[src/rtl/rv_pkg.sv]
// Shared RV32I pipeline definitions: opcodes, ALU op classes and the decoded control bundle.
package rv_pkg;

  localparam logic [6:0] OP_R      = 7'b0110011;
  localparam logic [6:0] OP_I      = 7'b0010011;
  localparam logic [6:0] OP_LOAD   = 7'b0000011;
  localparam logic [6:0] OP_STORE  = 7'b0100011;
  localparam logic [6:0] OP_BRANCH = 7'b1100011;
  localparam logic [6:0] OP_JALR   = 7'b1100111;

  localparam logic [1:0] ALU_OP_ADD  = 2'b00;
  localparam logic [1:0] ALU_OP_BR   = 2'b01;
  localparam logic [1:0] ALU_OP_FUNC = 2'b10;

  typedef struct packed {
    logic [1:0] alu_op;
    logic       reg_write_en;
    logic       alu_src;
    logic       mem_to_reg_en;
    logic       mem_read_en;
    logic       mem_write_en;
  } ctrl_t;

  // All-zero bundle: no register write, no memory access, ADD class.
  localparam ctrl_t CTRL_NOP = '0;

endpackage

[src/rtl/id_ex_stage_hazard_detect.sv]
// Load-use hazard detector: decodes which source operands the ID instruction reads and
// compares them against a pending load destination in EX.
module hazard_detect
  import rv_pkg::*;
#(
  parameter int unsigned REGW = 5
) (
  input  logic            id_valid_i,
  input  logic [6:0]      id_opcode_i,
  input  logic [REGW-1:0] id_rs1_i,
  input  logic [REGW-1:0] id_rs2_i,
  input  logic            ex_valid_i,
  input  logic            ex_mem_read_en_i,
  input  logic [REGW-1:0] ex_rd_i,
  input  logic            flush_i,
  output logic            hazard_stall_c_o
);

  logic uses_rs1;
  logic uses_rs2;
  logic rs1_hit;
  logic rs2_hit;

  // Operand-use decode; opcodes not listed read no registers.
  always_comb begin
    uses_rs1 = 1'b0;
    uses_rs2 = 1'b0;
    case (id_opcode_i)
      OP_R, OP_STORE, OP_BRANCH: begin
        uses_rs1 = 1'b1;
        uses_rs2 = 1'b1;
      end
      OP_I, OP_LOAD, OP_JALR: uses_rs1 = 1'b1;
      default: ;
    endcase
  end

  assign rs1_hit = uses_rs1 && (id_rs1_i == ex_rd_i);
  assign rs2_hit = uses_rs2 && (id_rs2_i == ex_rd_i);

  // x0 is never a real dependency; a flush kills the consumer so no stall is needed.
  assign hazard_stall_c_o = id_valid_i && ex_valid_i && ex_mem_read_en_i &&
                            (ex_rd_i != '0) && (rs1_hit || rs2_hit) && !flush_i;

endmodule

[src/rtl/id_ex_stage.sv]
// ID/EX pipeline register with load-use bubble insertion, flush and downstream hold.
module id_ex_stage
  import rv_pkg::*;
#(
  parameter int unsigned XLEN = 32,
  parameter int unsigned REGW = 5,
  parameter int unsigned CNTW = 32
) (
  input  logic            clk,
  input  logic            reset,
  input  logic            id_valid,
  input  logic [6:0]      id_opcode,
  input  logic [1:0]      id_alu_op,
  input  logic            id_reg_write_en,
  input  logic            id_alu_src,
  input  logic            id_mem_to_reg_en,
  input  logic            id_mem_read_en,
  input  logic            id_mem_write_en,
  input  logic [REGW-1:0] id_rs1,
  input  logic [REGW-1:0] id_rs2,
  input  logic [REGW-1:0] id_rd,
  input  logic [XLEN-1:0] id_rs1_data,
  input  logic [XLEN-1:0] id_rs2_data,
  input  logic [XLEN-1:0] id_imm,
  input  logic [XLEN-1:0] id_pc,
  input  logic [2:0]      id_funct3,
  input  logic            id_funct7_b5,
  input  logic            flush,
  input  logic            ex_hold,
  output logic            hazard_stall,
  output logic            ex_valid,
  output logic [1:0]      ex_alu_op,
  output logic            ex_reg_write_en,
  output logic            ex_alu_src,
  output logic            ex_mem_to_reg_en,
  output logic            ex_mem_read_en,
  output logic            ex_mem_write_en,
  output logic [REGW-1:0] ex_rs1,
  output logic [REGW-1:0] ex_rs2,
  output logic [REGW-1:0] ex_rd,
  output logic [XLEN-1:0] ex_rs1_data,
  output logic [XLEN-1:0] ex_rs2_data,
  output logic [XLEN-1:0] ex_imm,
  output logic [XLEN-1:0] ex_pc,
  output logic [2:0]      ex_funct3,
  output logic            ex_funct7_b5,
  output logic [CNTW-1:0] bubble_count
);

  ctrl_t           id_ctrl;
  ctrl_t           ctrl_q, ctrl_d;
  logic            valid_q, valid_d;
  logic [REGW-1:0] rs1_q, rs1_d, rs2_q, rs2_d, rd_q, rd_d;
  logic [XLEN-1:0] rs1_data_q, rs1_data_d, rs2_data_q, rs2_data_d;
  logic [XLEN-1:0] imm_q, imm_d, pc_q, pc_d;
  logic [2:0]      funct3_q, funct3_d;
  logic            funct7_b5_q, funct7_b5_d;
  logic [CNTW-1:0] cnt_q, cnt_d;

  assign id_ctrl = '{alu_op:        id_alu_op,
                     reg_write_en:  id_reg_write_en,
                     alu_src:       id_alu_src,
                     mem_to_reg_en: id_mem_to_reg_en,
                     mem_read_en:   id_mem_read_en,
                     mem_write_en:  id_mem_write_en};

  hazard_detect #(.REGW(REGW)) u_hazard_detect (
    .id_valid_i       (id_valid),
    .id_opcode_i      (id_opcode),
    .id_rs1_i         (id_rs1),
    .id_rs2_i         (id_rs2),
    .ex_valid_i       (valid_q),
    .ex_mem_read_en_i (ctrl_q.mem_read_en),
    .ex_rd_i          (rd_q),
    .flush_i          (flush),
    .hazard_stall_c_o (hazard_stall)
  );

  // Next-state: hold > flush/stall bubble > capture.
  always_comb begin
    ctrl_d      = ctrl_q;
    valid_d     = valid_q;
    rs1_d       = rs1_q;
    rs2_d       = rs2_q;
    rd_d        = rd_q;
    rs1_data_d  = rs1_data_q;
    rs2_data_d  = rs2_data_q;
    imm_d       = imm_q;
    pc_d        = pc_q;
    funct3_d    = funct3_q;
    funct7_b5_d = funct7_b5_q;
    cnt_d       = cnt_q;
    if (!ex_hold) begin
      if (flush || hazard_stall) begin
        ctrl_d      = CTRL_NOP;
        valid_d     = 1'b0;
        rs1_d       = '0;
        rs2_d       = '0;
        rd_d        = '0;
        rs1_data_d  = '0;
        rs2_data_d  = '0;
        imm_d       = '0;
        pc_d        = '0;
        funct3_d    = '0;
        funct7_b5_d = 1'b0;
        if (hazard_stall) cnt_d = cnt_q + CNTW'(1);
      end else begin
        // An empty slot carries no side effects even if the control inputs are stale.
        ctrl_d      = id_valid ? id_ctrl : CTRL_NOP;
        valid_d     = id_valid;
        rs1_d       = id_rs1;
        rs2_d       = id_rs2;
        rd_d        = id_rd;
        rs1_data_d  = id_rs1_data;
        rs2_data_d  = id_rs2_data;
        imm_d       = id_imm;
        pc_d        = id_pc;
        funct3_d    = id_funct3;
        funct7_b5_d = id_funct7_b5;
      end
    end
  end

  always_ff @(posedge clk) begin
    if (reset) begin
      ctrl_q      <= CTRL_NOP;
      valid_q     <= 1'b0;
      rs1_q       <= '0;
      rs2_q       <= '0;
      rd_q        <= '0;
      rs1_data_q  <= '0;
      rs2_data_q  <= '0;
      imm_q       <= '0;
      pc_q        <= '0;
      funct3_q    <= '0;
      funct7_b5_q <= 1'b0;
      cnt_q       <= '0;
    end else begin
      ctrl_q      <= ctrl_d;
      valid_q     <= valid_d;
      rs1_q       <= rs1_d;
      rs2_q       <= rs2_d;
      rd_q        <= rd_d;
      rs1_data_q  <= rs1_data_d;
      rs2_data_q  <= rs2_data_d;
      imm_q       <= imm_d;
      pc_q        <= pc_d;
      funct3_q    <= funct3_d;
      funct7_b5_q <= funct7_b5_d;
      cnt_q       <= cnt_d;
    end
  end

  assign ex_valid         = valid_q;
  assign ex_alu_op        = ctrl_q.alu_op;
  assign ex_reg_write_en  = ctrl_q.reg_write_en;
  assign ex_alu_src       = ctrl_q.alu_src;
  assign ex_mem_to_reg_en = ctrl_q.mem_to_reg_en;
  assign ex_mem_read_en   = ctrl_q.mem_read_en;
  assign ex_mem_write_en  = ctrl_q.mem_write_en;
  assign ex_rs1           = rs1_q;
  assign ex_rs2           = rs2_q;
  assign ex_rd            = rd_q;
  assign ex_rs1_data      = rs1_data_q;
  assign ex_rs2_data      = rs2_data_q;
  assign ex_imm           = imm_q;
  assign ex_pc            = pc_q;
  assign ex_funct3        = funct3_q;
  assign ex_funct7_b5     = funct7_b5_q;
  assign bubble_count     = cnt_q;

endmodule

[config.mk]
export PLATFORM = sky130hd
export DESIGN_NAME = id_ex_stage
export DESIGN_NICKNAME = d
export VERILOG_FILES = /design/src/rtl/rv_pkg.sv /design/src/rtl/id_ex_stage_hazard_detect.sv /design/src/rtl/id_ex_stage.sv
export SDC_FILE = /design/constraint.sdc
export NUM_CORES = 1
export LEC_CHECK = 0
export BUFFER_PORTS_ARGS = -buffer_cell sky130_fd_sc_hd__buf_2
export CORE_AREA = 5 5 135 137
export CTS_CLUSTER_DIAMETER = 50
export DETAILED_ROUTE_END_ITERATION = 12
export DIE_AREA = 0 0 140 142
export GPL_ROUTABILITY_DRIVEN = 0
export PLACE_DENSITY = 0.72
export SLEW_MARGIN = 20
export SYNTH_ARGS = -nofsm -noshare
export SYNTH_HDL_FRONTEND = slang
export SYNTH_SLANG_ARGS = --single-unit
[constraint.sdc]
create_clock -name clk -period 5.15 [get_ports clk]
set_input_delay 0 -clock clk [delete_from_list [all_inputs] [get_ports clk]]
set_output_delay 0 -clock clk [all_outputs]
set_load 0.03 [all_outputs]
==> impl_metrics.toml <==
[synth]
synth_top_family_by_area = "compound AO/OA/AOI/OAI gates"
ys_warn_count = 0
synth_area_per_cell_sq_um = 11.2
synth_top_area_cell = "dfxtp_1"
synth_compound_area_share_pct = 25.6
netlist-cell-type-count = 38
synth_nets = 759
synth_async_reset_ratio_pct = 0
synth-adder-area-share_pct = 0.189
postSynth.topFlopCell = "dfxtp_1"
synth_xor_area_share_pct = 1.32
yosysTopAreaCellShare_pct = 56.6
synth.mux.area_fraction_pct = 1.53
ys_ff_latch = 187
synthSimpleGateAreaFrac_pct = 11.2
synthesis.instances = 592
post_synth_instance_area_sq_um = 6610
synth-edff-count = 0
post_synth_main_area_contributors = "dfxtp_1 (57%), a22o_1 (19%), or4_1 (2.3%)"
synth_sequential_area_ratio_pct = 56.6

[worst_setup_path]
setup.worst_path.start_class = "flop"
setup.worst_path.class = "flop to flop"
worstPathRequired_ns = 5.49
signal_arrival_time_at_the_worst_endpoint_ns = 2.69
maximum_fanout_along_the_worst_path = 23
crit_path_end_kind = "flop"

[finish]
post_route_cells_drive_above_1_share_pct = 37.5
instances_no_fill = 1319
fillerInstances = 1321
nNetsFinal = 1242
final_design_area_no_fill_sq_um = 10700
synthToLayoutAreaGrowth_pct = 61.7

[floorplan]
placeableCoreArea_sq_um = 16900
ios = 354
dieArea_sq_um = 19900
die-height_um = 142
die-width_um = 140
floorplan.initialDensity_pct = 39.0
floorplan.rows = 48

[drt]
routed-via-count = 6859
post_drt_wl_per_cell_um = 18.6
count_of_routing_violations_after_the_opening_detailed_route_iteration = 372
detailedRoute.firstPassIterationCount = 5
detail-route-antenna-nets = 0
route.final.wire_length_um = 24600
post_drt_via_cell_ratio = 5.20
residual_drc_count = 0

[power]
post-layout-total-power_mw = 3.30
static-leakage-power_nw = 4.90
ir_worst_vdd_v = 0.000265
cellPowerDensity_nw_per_um2 = 309

[grt]
grt-ovfl-total = 0
first_pass_grt_wire_length_um = 37900
groute.usage.overall_pct = 23.5
first_global_vias = 7049
number_of_antenna_violations_at_the_first_check_in_global_routing = 1
grt_max_degree = 80

[clock_network]
clk-insertion-delay-late_ns = 0.42
buffer_levels_on_the_longest_clock_path = 2
cts_hold_buf = 156
tritoncts.num_buffers = 17
cts.clk_slew.worst_paths_ns = 0.07
cts_tree = "built"
clock_sink_count = 187
post_cts_buffers = 0
clockRootBuffer = "clkbuf_16"
ctsHtreeMaxLevel = 4
post_cts_resized = 0

[timing]
post-route-min-period_ns = 2.35
max_slew.worst_pin.slew_ns = 0.841
setup-violations-final = 0
tns_ns = 0
max_slew_headroom_pct = 44.0
hold_viol = 0
max_freq_mhz = 425
tcrit_tclk_final_pct = 45.6
clock-skew-final_ns = 0.0179
final-max-slew-violation-count = 0
grt_setup_unrepaired = "false"

[worst_hold_path]
worstHoldPathType = "primary input to flop"

[placed_design]
place_hpwl_um = 15300
placed_area_sq_um = 8500
portBuffers = 353
numPlacedInstances = 1125

[outcome]
run_status = "finished, final reports clean"

[job]
max-cap-violations = 0
[critical path, stage by stage (launching register included)]
cell,delay [ns]
dfxtp_1,0.36
nand2_1,0.11
a211oi_2,0.35
nand3_1,0.60
or4_1,0.68
a21oi_1,0.17
[cells by family after synthesis]
kind of cell	count (synthesis)
AOI/OAI and AO/OA	207
DFF	187
and+or+nand+nor	124
buffers and inverters	54
xor gates and xnor gates	10
muxes	9
adders and majority gates	1
[power by group]
group | switching [mW] | total [mW] | internal [mW]
Sequential | 0.0291 | 1.52 | 1.49
Combinational | 0.226 | 0.426 | 0.200
Clock | 0.597 | 1.36 | 0.759
[cell usage in the layout (no fill, tap or decap), drive strengths merged, types with 3 or more instances in the layout]
master | Yosys | final
nand4 | 17 | 17
diode | 0 | 6
dfxtp | 187 | 187
o21ai | 5 | 5
nor3 | 5 | 5
clkbuf | 30 | 20
or3 | 3 | 3
a22o | 148 | 148
nor4 | 11 | 11
o31ai | 19 | 19
and4 | 4 | 4
buf | 20 | 358
dlygate4sd3 | 0 | 156
xnor2 | 10 | 10
nor2b | 10 | 10
and2 | 4 | 4
inv | 4 | 8
clkinv | 0 | 4
nor2 | 16 | 16
mux2 | 9 | 9
or4 | 21 | 21
a21oi | 23 | 23
a32o | 7 | 7
nand2 | 16 | 16
nand3 | 13 | 13
[state kept, by name (all words and copies together), names as in the netlist]
name and flops:
ex_rs2 5, ex_rs1 5, bubble_count 32, ex_mem_to_reg_en 1, ex_rd 5, ex_reg_write_en 1
ex_mem_write_en 1, ex_imm 32, ex_pc 32, ex_alu_src 1, ex_funct7_b5 1, ex_funct3 3
ex_valid 1, ex_rs1_data 32, ex_rs2_data 32, ex_alu_op 2, ex_mem_read_en 1
[final timing paths]
kind	end	slack, ns	depth (start not counted)	start
worst max-delay path	bubble_count[7]	2.80	5	ex_valid
worst min register to register	ex_alu_src	0.46	1	ex_alu_src
worst min-delay path	bubble_count[1]	0.04	4	ex_hold
worst max register to register	bubble_count[7]	2.80	5	ex_valid
[Yosys cell counts (all sizes together), types with 9 or more instances]
| library cell | count |
|---|---|
| dfxtp | 187 |
| a22o | 148 |
| clkbuf | 30 |
| a21oi | 23 |
| or4 | 21 |
| buf | 20 |
| o31ai | 19 |
| nand4 | 17 |
| nand2 | 16 |
| nor2 | 16 |
| nand3 | 13 |
| nor4 | 11 |
| nor2b | 10 |
| xnor2 | 10 |
| mux2 | 9 |
[final cells by class]
class	instances	area (sq um)	area share (%)
multi-input cells	351	2660	24.9
well taps	225	282	2.63
flip-flops and latches	187	3740	35.0
inverters	4	15.0	0.140
repair buffers	514	3370	31.5
clock inverters	12	158	1.47
diodes	6	15.0	0.140
clock buffers	20	457	4.27
[metrics by stage]
stage	hold WS [ns]	util, %	setup slack (ns)
final	0.0416	63.2	2.80
after global routing	0.0604	63.1	2.61
after CTS	0.00487	63.0	2.68
after detailed placement	0.219	50.2	2.68
after global placement	0.215	50.2	2.72
after floorplan	0.122	-	2.93
[layer usage]
metal / vias up / global-route usage [%] / share of wire, %
li1: 3270 / - / -
met1: 3261 / 27.9 / 39
met2: 291 / 40.6 / 51
met3: 37 / 7.56 / 8.3
met4: 0 / 7.90 / 1.9
met5: - / 0 / 0
Power figures use the tool's default switching activity.
